### src/rtl/riscv_pkg.sv
// ---------------------------------------------------------------------------
// | riscv_pkg                                                                |
// | Shared RV32 definitions: load funct3 codes and the WB register bundle.   |
// | Revision: 1.0                                                            |
// ---------------------------------------------------------------------------
`default_nettype none

package riscv_pkg;

  localparam int XLEN = 32;

  localparam logic [2:0] F3_LB  = 3'b000;
  localparam logic [2:0] F3_LH  = 3'b001;
  localparam logic [2:0] F3_LW  = 3'b010;
  localparam logic [2:0] F3_LBU = 3'b100;
  localparam logic [2:0] F3_LHU = 3'b101;

  typedef struct packed {
    logic            valid;
    logic [XLEN-1:0] pc;
    logic [4:0]      rd;
    logic            reg_write;
    logic [XLEN-1:0] data;
    logic            exc;
  } wb_bundle_t;

endpackage

`default_nettype wire

### src/rtl/load_formatter.sv
// ---------------------------------------------------------------------------
// | load_formatter                                                           |
// | Size/sign formatting of the raw load word plus alignment check.          |
// | Revision: 1.0                                                            |
// ---------------------------------------------------------------------------
`default_nettype none

module load_formatter
  import riscv_pkg::*;
#(
  parameter int XLEN = 32
) (
  input  logic [2:0]      funct3,
  input  logic [1:0]      addr_lo,
  input  logic [XLEN-1:0] raw,
  output logic [XLEN-1:0] result,
  output logic            misalign
);

  // The memory returns bytes starting at the effective address, so the
  // selected data always sits in the low lanes regardless of addr_lo.
  always_comb begin
    result = raw;
    unique case (funct3)
      F3_LB:   result = {{(XLEN-8){raw[7]}}, raw[7:0]};
      F3_LH:   result = {{(XLEN-16){raw[15]}}, raw[15:0]};
      F3_LW:   result = raw;
      F3_LBU:  result = {{(XLEN-8){1'b0}}, raw[7:0]};
      F3_LHU:  result = {{(XLEN-16){1'b0}}, raw[15:0]};
      default: result = raw;
    endcase
  end

  always_comb begin
    misalign = 1'b0;
    unique case (funct3)
      F3_LH, F3_LHU: misalign = addr_lo[0];
      F3_LW:         misalign = (addr_lo != 2'b00);
      default:       misalign = 1'b0;
    endcase
  end

endmodule

`default_nettype wire

### src/rtl/mem_wb_stage.sv
// ---------------------------------------------------------------------------
// | mem_wb_stage                                                             |
// | MEM/WB pipeline register: load formatting, WB mux, stall/flush, retire   |
// | counter. Optional macro MEM_MISALIGN_TRAP_EN enables misaligned traps.   |
// | Revision: 1.0                                                            |
// ---------------------------------------------------------------------------
`default_nettype none

module mem_wb_stage
  import riscv_pkg::*;
#(
  parameter int XLEN  = 32,
  parameter int CNT_W = 32
) (
  input  logic             clk,
  input  logic             reset,
  input  logic             stall,
  input  logic             flush,
  input  logic             in_valid,
  input  logic [XLEN-1:0]  in_pc,
  input  logic [XLEN-1:0]  in_alu_result,
  input  logic [XLEN-1:0]  in_mem_data,
  input  logic [4:0]       in_rd,
  input  logic             in_reg_write,
  input  logic             in_mem_to_reg,
  input  logic [2:0]       in_funct3,
  output logic             wb_valid,
  output logic [XLEN-1:0]  wb_pc,
  output logic [4:0]       wb_rd,
  output logic             wb_reg_write,
  output logic [XLEN-1:0]  wb_data,
  output logic             wb_exc,
  output logic [CNT_W-1:0] retire_cnt
);

  logic [XLEN-1:0] load_data;
  logic            misalign;
  logic            exc;
  wb_bundle_t      next_wb;
  wb_bundle_t      wb_q;
  logic [CNT_W-1:0] cnt_q;

  load_formatter #(
    .XLEN (XLEN)
  ) u_load_formatter (
    .funct3   (in_funct3),
    .addr_lo  (in_alu_result[1:0]),
    .raw      (in_mem_data),
    .result   (load_data),
    .misalign (misalign)
  );

`ifdef MEM_MISALIGN_TRAP_EN
  assign exc = in_valid & in_mem_to_reg & misalign;
`else
  logic unused_misalign;
  assign unused_misalign = misalign;
  assign exc = 1'b0;
`endif

  always_comb begin
    next_wb           = '0;
    next_wb.valid     = in_valid;
    next_wb.pc        = in_pc;
    next_wb.rd        = in_rd;
    next_wb.reg_write = in_valid & in_reg_write & (in_rd != 5'd0) & ~exc;
    next_wb.data      = in_mem_to_reg ? load_data : in_alu_result;
    next_wb.exc       = exc;
  end

  // The counter looks at what is currently in WB: an instruction is retired
  // on the edge where it leaves the stage, so a stalled one counts once.
  always_ff @(posedge clk) begin
    if (reset) begin
      wb_q  <= '0;
      cnt_q <= '0;
    end else begin
      if (wb_q.valid && !wb_q.exc && !stall) begin
        cnt_q <= cnt_q + CNT_W'(1);
      end
      if (flush) begin
        wb_q <= '0;
      end else if (!stall) begin
        wb_q <= next_wb;
      end
    end
  end

  assign wb_valid     = wb_q.valid;
  assign wb_pc        = wb_q.pc;
  assign wb_rd        = wb_q.rd;
  assign wb_reg_write = wb_q.reg_write;
  assign wb_data      = wb_q.data;
  assign wb_exc       = wb_q.exc;
  assign retire_cnt   = cnt_q;

endmodule

`default_nettype wire

### config.mk
export PLATFORM = sky130hd
export DESIGN_NAME = mem_wb_stage
export DESIGN_NICKNAME = d
export VERILOG_FILES = /design/src/rtl/riscv_pkg.sv /design/src/rtl/load_formatter.sv /design/src/rtl/mem_wb_stage.sv
export SDC_FILE = /design/constraint.sdc
export NUM_CORES = 1
export LEC_CHECK = 0
export BUFFER_PORTS_ARGS = -buffer_cell sky130_fd_sc_hd__buf_2
export CAP_MARGIN = 20
export CORE_ASPECT_RATIO = 1.75
export CORE_UTILIZATION = 52
export CTS_BUF_LIST = sky130_fd_sc_hd__clkbuf_8
export CTS_CLUSTER_SIZE = 20
export DETAILED_ROUTE_END_ITERATION = 6
export GPL_ROUTABILITY_DRIVEN = 0
export HOLD_SLACK_MARGIN = 0.02
export MAX_ROUTING_LAYER = met4
export PLACE_DENSITY = 0.88
export SETUP_SLACK_MARGIN = 0.4
export SLEW_MARGIN = 20
export SYNTH_ARGS = -nofsm -noshare
export SYNTH_HDL_FRONTEND = slang
export SYNTH_SLANG_ARGS = --single-unit
### constraint.sdc
create_clock -name clk -period 4.53 [get_ports clk]
set_input_delay 0.453 -clock clk [delete_from_list [all_inputs] [get_ports clk]]
set_output_delay 0.453 -clock clk [all_outputs]
set_load 0.03 [all_outputs]
==> results by group <==
Status
  – Status: completed

CTS
  – Clk buf depth: 2
  – Num CTS Buffers: 9
  – H-tree depth: 3
  – Setup Fix Bufs, Post-CTS: 0
  – Clock input transition at the sequential cells of the worst setup and hold paths: 100 ps
  – TritonCTS clock tree: done
  – Clk Latency, worst-skew pair: 370 ps
  – CTS Hold Bufs: 0
  – CTS Sinks: 103
  – Root Driver: clkbuf_8
  – Resized cells post-CTS: 0

Drt
  – Via density: 5.37
  – DR iter-0 viols: 202
  – Pre-antenna DRT Iters: 4
  – Routed WL: 12000 um
  – DRC viols: 0
  – Via Count: 4472
  – Avg WL per Cell: 14.4 um
  – Detail Route Antenna Nets: 0

Critical path
  – CP required: 4790 ps
  – Crit Reg-Reg Endpoint: retire_cnt[21]
  – Worst R2R Path Depth: 4
  – Worst r2r src: wb_valid
  – CP Launch Type: register
  – R2R Setup Slk: 2420 ps
  – Worst path arrival time: 2360 ps
  – Crit. Startpoint: wb_valid
  – Crit path max fanout: 18
  – Setup crit end: retire_cnt[21]
  – Crit Path Class: reg2reg
  – Crit path capture type: register

Synthesis
  – Syn_nets: 640
  – Ys flop type: dfxtp_1
  – Synth top area share: 45.7%
  – Synth Instances: 528
  – Synthesis-stage register bit count: 103
  – Yosys cell types: 37
  – Synth top area cells: dfxtp_1, mux2i_1, nor2_1, a21oi_1, nand2_1
  – Mean post-synth cell area: 8.54 um2
  – Synth Cell Area: 4510 um2
  – EDFF count, synth: 0
  – Asr flop ratio synth: 0%
  – Leading area contributor after synthesis: dfxtp_1
  – Sequential share of the synthesized area: 45.7%
  – Syn. warnings: 0

Floorplan
  – Die W: 72.4 um
  – Core Area: 8370 um2
  – # IOs: 215
  – Die span in y: 125 um
  – DIE AREA: 9060 um2
  – Row count: 44
  – Initial Util: 53.9%

Global route
  – Antenna violations before repair: 0
  – Largest net degree at the start of global routing: 75
  – Vias in the first global route: 4194
  – First-pass GRT wire length: 18700 um
  – GRT Total Usage: 26.8%
  – Total grt overflow: 0

Timing
  – Max-slew violations: 0
  – Final Skew: 12.7 ps
  – Crit share post-route: 46.5%
  – Final hold violation count: 0
  – Hold_ws: 312 ps
  – Setup TNS: 0 ps
  – Final worst slack: 2420 ps
  – Max Fclk: 0.474 GHz
  – Crit path time final: 2110 ps
  – RSZ-0062 raised after global routing: no
  – Worst slew margin: 36.9%
  – Final setup violation count: 0
  – Worst-margin pin slew: 946 ps

Layout
  – Post-route cell area: 5780 um2
  – Most frequent cells in the layout: buf_2, dfxtp_1, nor2_1
  – Layout area overhead: 28.1%
  – Nets@finish: 825
  – Final core utilization: 69.0%
  – Share of cells above drive strength 1: 33.4%
  – Diodes inserted: 0
  – Commonest non-fill, non-tap cell in the layout: buf_2

Placed design
  – Port Buf Inserts: 213
  – Pre-CTS WS: 2080 ps
  – Placed wire-length estimate: 8890 um
  – Area after DPL: 5570 um2

Pwr
  – P per Cell Area: 305 nW/um2
  – Peak VDD IR: 0.240 mV
  – P_leak: 2.79 nW

Hold path
  – Worst min path class: in2reg
  – Hold depth: 3

Flow run
  – Max Cap Violations: 0
[worst min-delay path by stage]
stage | start | end
floorplan | wb_data[10] | wb_data[10]
global placement | wb_data[10] | wb_data[10]
detailed placement | wb_data[24] | wb_data[24]
CTS | in_pc[20] | wb_pc[20]
global route | in_pc[11] | wb_pc[11]
finish | in_pc[3] | wb_pc[3]
[per-stage QoR]
stage	power [W]	cells
2_1_floorplan	0.00111	528
3_3_place_gp	0.00119	817
3_5_place_dp	0.00120	817
4_1_cts	0.00178	833
5_1_grt	0.00184	833
6_report	0.00176	833
[routing by layer]
| layer | wire (um) | GRT usage [%] | up-vias |
|---|---|---|---|
| met2 | 6220 | 46.0 | 201 |
| met1 | 4590 | 29.1 | 2037 |
| met4 | 351 | 11.3 | 0 |
| met5 | 0 | - | - |
| met3 | 809 | 5.96 | 30 |
| li1 | - | - | 2204 |
[critical path: stages (launching register included)]
cell	delay (ps)
dfxtp_1	390
and3b_1	330
nand3_1	460
nor4_1	430
mux2_2	370
[cell usage after synthesis, types with 5 or more instances]
cell / number
a21oi_1: 49
buf_1: 5
o31ai_1: 9
or4_1: 11
nand2_1: 55
nor2b_1: 7
nor2_1: 96
or3_1: 13
nand4_1: 9
o21ai_0: 13
xor2_1: 9
a211o_1: 17
mux2_2: 6
dfxtp_1: 103
clkbuf_1: 31
nor4_1: 6
nand3_1: 7
mux2i_1: 47
and3b_1: 8
[report_power, final]
part	switching [W]	leakage [nW]	internal [W]
clock network	0.000325	0.104	0.000262
logic	0.000143	1.86	0.0000958
registers	0.0000116	0.836	0.000927
total	0.000479	2.79	0.00128
[sequential cells by signal, summed over array words and instances (netlist names)]
name,cells
retire_cnt,32
wb_data,32
wb_pc,32
wb_rd,5
wb_reg_write,1
wb_valid,1
[cells by family (layout without fill, tap and decap cells)]
logic type      count (synthesis)  in the layout  share of synthesized area [%]
fa+ha+maj                       1              1                          0.277
mux                            53             53                           11.9
flops                         103            103                           45.7
buf+inv                        43            233                           3.77
xor+xnor                       10             10                           1.94
simple gates                  226            226                           24.1
other cells                     1              1                         0.0832
compound gates                 91             91                           12.2
[cell type report]
type                       instances  area (um2)
fill                             675        2590
multi-input combinational        382        2280
sequential                       103        2060
timing repair buffer             215        1080
tap                              115         144
clock buffer                       9         124
clock inverter                     7        78.8
inverter                           2        7.51
No activity file was read; power rests on OpenSTA's default activity.
